<file path="config.mk">
export PLATFORM = sky130hd
export DESIGN_NAME = rcv_deser
export DESIGN_NICKNAME = d
export VERILOG_FILES = /design/src/rtl/rcv_deser.sv
export SDC_FILE = /design/constraint.sdc
export NUM_CORES = 1
export LEC_CHECK = 0
export CAP_MARGIN = 20
export CORE_ASPECT_RATIO = 0.75
export CORE_MARGIN = 2
export CORE_UTILIZATION = 60
export CTS_CLUSTER_DIAMETER = 150
export DETAILED_ROUTE_END_ITERATION = 10
export GPL_TIMING_DRIVEN = 1
export PLACE_DENSITY = 0.84
export SLEW_MARGIN = 20
export SYNTH_ARGS = -nofsm -noshare
export SYNTH_HDL_FRONTEND = slang
export SYNTH_SLANG_ARGS = --single-unit
</file>
<file path="constraint.sdc">
create_clock -name clk -period 6.6 [get_ports clk]
set_clock_uncertainty 0.1 [all_clocks]
set_input_delay 0.66 -clock clk [delete_from_list [all_inputs] [get_ports clk]]
set_output_delay 0.66 -clock clk [all_outputs]
set_load 0.05 [all_outputs]
</file>
<file path="src/rtl/rcv_deser.sv">
// Serial receive front end: deserialises start/data/parity/stop frames into DATA_W-bit words
// and buffers them, with per-word error flags, in a DEPTH-entry FIFO with a valid/ready head.
module rcv_deser #(
   parameter int unsigned DATA_W     = 8,
   parameter int unsigned DEPTH      = 4,
   parameter int unsigned PARITY_EN  = 1,
   parameter int unsigned PARITY_ODD = 0
) (
   input  logic                    clk,
   input  logic                    rst_n,
   input  logic                    rcv_in,
   input  logic                    rcv_bit_en,
   output logic [DATA_W-1:0]       rcv_data,
   output logic                    rcv_par_err,
   output logic                    rcv_frm_err,
   output logic                    rcv_valid,
   input  logic                    rcv_ready,
   output logic [$clog2(DEPTH):0]  rcv_count,
   output logic                    rcv_overrun,
   input  logic                    rcv_clr
);

   localparam int unsigned PTR_W = $clog2(DEPTH);
   localparam int unsigned CNT_W = PTR_W + 1;
   localparam int unsigned BIT_W = $clog2(DATA_W);
   localparam int unsigned ENT_W = DATA_W + 2;

   localparam logic [BIT_W-1:0] LAST_BIT = BIT_W'(DATA_W - 1);
   localparam logic [CNT_W-1:0] FULL_CNT = CNT_W'(DEPTH);
   localparam logic             PAR_ODD  = (PARITY_ODD != 0);
   localparam logic             PAR_EN   = (PARITY_EN != 0);

   localparam logic [2:0] ST_IDLE   = 3'd0;
   localparam logic [2:0] ST_DATA   = 3'd1;
   localparam logic [2:0] ST_PARITY = 3'd2;
   localparam logic [2:0] ST_STOP   = 3'd3;
   localparam logic [2:0] ST_BRK    = 3'd4;

   logic [2:0]        state_q, state_d;
   logic [BIT_W-1:0]  bit_cnt_q, bit_cnt_d;
   logic [DATA_W-1:0] shift_q, shift_d;
   logic              par_err_q, par_err_d;
   logic              push;
   logic [ENT_W-1:0]  push_word;

   logic [ENT_W-1:0]  mem_q [DEPTH];
   logic [PTR_W-1:0]  wr_ptr_q, rd_ptr_q, rd_ptr_d;
   logic [CNT_W-1:0]  count_q, count_d;
   logic [ENT_W-1:0]  head_q, head_d;
   logic              overrun_q;
   logic              full, do_pop, do_push, ovr_evt;

   // Frame FSM: every transition is gated by the mid-bit sample strobe.
   always_comb begin
      state_d   = state_q;
      bit_cnt_d = bit_cnt_q;
      shift_d   = shift_q;
      par_err_d = par_err_q;
      push      = 1'b0;
      if (rcv_bit_en) begin
         case (state_q)
            ST_IDLE: begin
               if (!rcv_in) begin
                  state_d   = ST_DATA;
                  bit_cnt_d = '0;
               end
            end
            ST_DATA: begin
               shift_d[bit_cnt_q] = rcv_in;
               if (bit_cnt_q == LAST_BIT) begin
                  state_d = PAR_EN ? ST_PARITY : ST_STOP;
               end else begin
                  bit_cnt_d = bit_cnt_q + BIT_W'(1);
               end
            end
            ST_PARITY: begin
               par_err_d = ((^shift_q) ^ rcv_in) != PAR_ODD;
               state_d   = ST_STOP;
            end
            ST_STOP: begin
               push    = 1'b1;
               state_d = rcv_in ? ST_IDLE : ST_BRK;
            end
            ST_BRK: begin
               if (rcv_in) begin
                  state_d = ST_IDLE;
               end
            end
            default: state_d = ST_IDLE;
         endcase
      end
   end

   assign push_word = {shift_q, par_err_q, ~rcv_in};

   assign full    = (count_q == FULL_CNT);
   assign do_pop  = (count_q != '0) && rcv_ready;
   assign do_push = push && (!full || do_pop);
   assign ovr_evt = push && full && !do_pop;

   // Head register tracks the entry at the next read pointer; a push into a queue that will
   // hold only that word is forwarded directly since the memory write lands on the same edge.
   always_comb begin
      rd_ptr_d = rd_ptr_q + PTR_W'(do_pop);
      count_d  = count_q + CNT_W'(do_push) - CNT_W'(do_pop);
      head_d   = head_q;
      if (count_d != '0) begin
         if (do_push && (rd_ptr_d == wr_ptr_q)) begin
            head_d = push_word;
         end else begin
            head_d = mem_q[rd_ptr_d];
         end
      end
   end

   always_ff @(posedge clk) begin
      if (!rst_n) begin
         state_q   <= ST_IDLE;
         bit_cnt_q <= '0;
         shift_q   <= '0;
         par_err_q <= 1'b0;
         wr_ptr_q  <= '0;
         rd_ptr_q  <= '0;
         count_q   <= '0;
         head_q    <= '0;
         overrun_q <= 1'b0;
      end else begin
         state_q   <= state_d;
         bit_cnt_q <= bit_cnt_d;
         shift_q   <= shift_d;
         par_err_q <= par_err_d;
         if (do_push) begin
            wr_ptr_q <= wr_ptr_q + PTR_W'(1);
         end
         rd_ptr_q <= rd_ptr_d;
         count_q  <= count_d;
         head_q   <= head_d;
         if (ovr_evt) begin
            overrun_q <= 1'b1;
         end else if (rcv_clr) begin
            overrun_q <= 1'b0;
         end
      end
   end

   always_ff @(posedge clk) begin
      if (do_push) begin
         mem_q[wr_ptr_q] <= push_word;
      end
   end

   assign rcv_data    = head_q[ENT_W-1:2];
   assign rcv_par_err = head_q[1];
   assign rcv_frm_err = head_q[0];
   assign rcv_valid   = (count_q != '0);
   assign rcv_count   = count_q;
   assign rcv_overrun = overrun_q;

endmodule

</file>
# Yosys cells after proc, flatten, opt, wreduce, memory -nomap -nowiden
# Memory sizes are Yosys's and may differ from the RTL's. A register that Yosys moved wholly into a read port is not among the register bits.
# Cells that the tools add are included.
# word_totals
in_bits,6
output_inout_bits,15
regBits,23
memories,1
ram_bits,40
elab_cells,64
# classes
n_bitwise,2
n_mux,17
magnitude_cmp,2
n_reduce_logical,19
n_eq_ne,10
addsub,5
# memory_table
memory,words,width,read_ports,rd_ports_with_merged_regs,write_ports,line_no,source
mem_q,4,10,1,1,1,46,logic [ENT_W-1:0] mem_q [DEPTH];
# op_table
cell,count
$mux 3,6
$pmux 3 s5,1
$eq 3x3->1 const B,3
$bwmux 8,1
$ne 2x2->1 const B,4
$reduce_and 4->1,2
$reduce_xor 8->1,1
$mux 1,7
$eq 3x2->1 const B,2
$pmux 3 s2,1
$reduce_bool 3->1,2
$logic_and 1x1->1,5
$lt 3x4->1 const B,1
$reduce_and 2->1,2
$reduce_bool 2->1,2
$add 3x1->3,1
$add 3x1->3 const B,1
$demux 1 s3,1
$eq 3x1->1 const B,1
$ge 3x1->1 const B,1
$logic_not 1->1,3
$logic_not 3->1,1
$sub 3x1->3,1
$add 2x1->2,1
other kinds (4),4

# Depth between registers and ports, before layout
# logic_depth
word_depth,7
depth_mapped,14
depth_no_buf,11

# Worst setup path before layout
# Ideal clock, no wire load.
# synth_path
path_kind,reg-to-reg
startpoint,register count_q[1] (netlist: rcv_count[1])
endpoint,"register head_q[5], read port of mem_q"
arrival_time_ns,3.086
t_required_ns,6.379
path_buffers,1
synth_period_minus_slack_ns,3.307
slack_ns,3.293
stages_incl_launch_ff,12
setup_ns,0.121
cell_sequence,dfxtp_1 -> or3_1 -> and2_1 -> ha_1 -> inv_1 -> ha_1 -> fa_1 -> xnor3_1 -> or3_1 -> buf_2 -> o21ai_0 -> a21oi_1
# synth_via
elab_chain_cells,7
elab_cells_between_ends,10
classes_between,add/sub: 3; eq/ne: 1; reduce/logical: 6
# synth_lines
item,line_no,source
from (decl),48,"logic [CNT_W-1:0] count_q, count_d;"
from (signal assigned),136,count_q <= count_d;
$reduce_bool 3->1 *,-,
net rcv_valid,16,"output logic rcv_valid,"
$logic_and 1x1->1 *,97,assign do_pop = (count_q != '0) && rcv_ready;
$logic_or 1x1->1,98,assign do_push = push && (!full || do_pop);
$logic_and 1x1->1,98,
$add 3x1->3,105,count_d = count_q + CNT_W'(do_push) - CNT_W'(do_pop);
$sub 3x1->3,105,
$reduce_bool 3->1,107,if (count_d != '0) begin
to (decl),49,"logic [ENT_W-1:0] head_q, head_d;"
# Mark *: on every way through the listed nets, which the timed path passes. The rest lies on a longest branch.
# A chain may end at the register's enable or synchronous reset.

# Worst setup path after layout
# layout_path
startpoint,input rcv_bit_en
endpoint,"register head_q[7], read port of mem_q"
# layout_via
elab_chain_cells,5
# layout_lines
item,line_no,source
from (decl),12,"input logic rcv_bit_en,"
$mux 1,60,if (rcv_bit_en) begin
$logic_and 1x1->1,98,
$add 3x1->3,105,
$sub 3x1->3,105,
$reduce_bool 3->1,107,
# No other way between the ends.

==> metrics <==
most frequent cells in the layout edfxtp_1 (40), dfxtp_1 (33), clkdlybuf4s50_1 (20); placed inst area 3500 um2; wirelength, routed 6.00 mm; Post-route DRC 0; Comb power frac 38.1%; Seq cells post-synth 73; slowest CP cell clkdlybuf4s50_1; Initial DRC Count 136; # clock sinks 73; commonest non-fill, non-tap cell in the layout edfxtp_1; GRT Util Overall 22.6%; Sw Ratio 35.3%; vias in the first global route 1,885; M3 GR Usage 8.32%; kind of cell adding the most delay to the critical path simple AND/OR/NAND/NOR gates; final worst path period need 3.90 ns; clk buf depth 2; Period Utilization, post-route 59.1%; leakage 1.38 nW; worst path bufs/invs 3; ys flop type edfxtp_1; Initial Utilization 61.9%; critical path data arrival time 4.01 ns; Internal 0.983 mW; worst-margin pin slew 1.06 ns; yosys warns 0; CTS tree yes; detailed placer's ending HPWL 3.79 mm; met2 track demand over resource 36.9%; CP required 6.72 ns; RSZ-0062 raised after global routing no; Critical Path Fanout Max 20; initial antenna violation count 0; CTS H-tree lvls 3; clock root cell clkbuf_8; setup_tns 0 ns; count of final hold-check violations 0; largest net degree at the start of global routing 35; P_sw 0.536 mW; Overall Power 1.52 mW; Reg power frac 36.0%; cell area after synthesis 3300 um2; cells after synthesis 248; syn_nets 264; clock edge transition at the registers on the reported setup and hold paths 0.08 ns; remaining antenna violation count 0; Setup CP Type primary input to flip-flop; Layout area overhead 13.2%; GRT overflow 0; Die Ht 68.2 um; ant diodes 0; Reg2Reg Depth 11; Crit. End Element flip-flop; io pins 21; Synth Area per Inst 13.3 um2; peak supply drop 194 uV; Slew Limit Fails 0; worst skew pair latency 0.35 ns; busiest grt layer met2; DR vias/cell 5.65; power density cells 407 nW/um2; hold_buf cts 0; number of enable flip-flop cells after synthesis 40; fin nets 278; FMAX 257 MHz; post-CTS sizing 0; Clk pwr share 25.9%; CTS buffer count 9; Netlist cell types 49; DRT Pass-1 Iters 4; CP Depth 12; RePlAce Congestion 0.778; global-route wire length before repair 9.58 mm; Via Count 1,933; die width 89.6 um; Seq/Total Area, Yosys 56.5%; Max-Cap Viols 0; fraction of layout cells with a size suffix above 1 11.2%; met1 Use GR 28.8%; final instance area 3730 um2; # rows 23; Port Buffers 20; status completed; Rel. slew slack 29.3%; core area 5320 um2; post-synthesis async set-or-reset flop share 0%; slowest stage delay, CP 0.62 ns; die area 6110 um2; Hold Path Class flip-flop to flip-flop; critical path cell sequence clkdlybuf4s50_1 > and4b_1 > and2_1 > inv_1 > ha_1 > inv_1 > ha_1 > fa_1 > xnor3_1 > or3_1 > o21ai_0 > a21oi_1; WL/cell 17.5 um; final setup vio count 0; crit start category primary input; Setup Buffers After CTS 0; hold path depth 2
## flip-flops by register name, summed over array words and instances (netlist names)
signal / cells
rd_ptr_q: 2
par_err_q: 1
bit_cnt_q: 3
rcv_overrun: 1
wr_ptr_q: 2
mem_q: 40
rcv_count: 3
shift_q: 8
head_q: 10
state_q: 3
## layout make-up
class	count	area (um2)
Fill cell	376	1590
Sequential cell	73	1860
Timing Repair Buffer	20	200
Multi-Input combinational cell	149	1310
Inverter	9	33.8
Tap cell	75	93.8
Clock inverter	4	53.8
Clock buffer	12	178
## final timing paths
kind	from	endpoint	slack, ns
worst max-delay path	rcv_bit_en	head_q[7]$_SDFFE_PN0P_	2.70
worst min register to register	head_q[0]$_SDFFE_PN0P_	head_q[0]$_SDFFE_PN0P_	0.45
worst min-delay path	head_q[0]$_SDFFE_PN0P_	head_q[0]$_SDFFE_PN0P_	0.45
worst max register to register	state_q[0]$_SDFFE_PN0P_	head_q[7]$_SDFFE_PN0P_	3.09
## cells by family (layout without fill, tap and decap cells)
group | count (synthesis) | count (layout) | share of synthesized area [%]
compound gates | 34 | 34 | 5.88
buf+inv | 26 | 45 | 3.95
xor+xnor | 11 | 11 | 4.17
flops | 73 | 73 | 56.5
mux | 28 | 28 | 12.3
simple gates | 66 | 66 | 13.2
fa+ha+maj | 10 | 10 | 4.02
## metrics by stage
step                      cells  worst slack [ns]  utilization, %  hold WS [ns]
after floorplan             248              3.29               -         0.381
after global placement      326              2.46            65.6         0.420
after detailed placement    326              2.36            65.8         0.428
after CTS                   342              2.72            70.1         0.451
after global routing        342              2.47            70.1         0.466
final                       342              2.70            70.1         0.451
## worst reg2reg max path: cells and delay by family (launching register included)
family	cells	cell delay (ns)
AOI/OAI and AO/OA	2	0.33
xor gates and xnor gates	1	0.20
and+or+nand+nor	3	1.28
adders and majority gates	3	0.83
buffers and inverters	2	0.10
DFF	1	0.53
## Yosys cell counts (9+ instances only)
cell / count / area (um2)
edfxtp_1: 40 / 1200
mux2i_1: 17 / 170
ha_1: 9 / 113
a21oi_1: 15 / 75.1
inv_1: 9 / 33.8
nor2b_1: 12 / 75.1
dfxtp_1: 33 / 661
nand2_1: 10 / 37.5
o21ai_0: 10 / 50.1
mux4_2: 10 / 225
and2_1: 10 / 62.6
## routing by layer
layer / vias up / wire [um]
met3: 7 / 254
met2: 36 / 2860
li1: 938 / -
met5: - / 0
met4: 0 / 73
met1: 952 / 2810
## power by group through the flow
| stage | Sequential, mW | Clock, mW | Combinational, mW |
|---|---|---|---|
| finish | 0.547 | 0.394 | 0.578 |
| global route | 0.552 | 0.414 | 0.618 |
| CTS | 0.547 | 0.398 | 0.583 |
| detailed placement | 0.557 | 0 | 0.576 |
| global placement | 0.556 | 0 | 0.562 |
| floorplan | 0.678 | 0 | 0.318 |
Power figures use the tool's default switching activity.
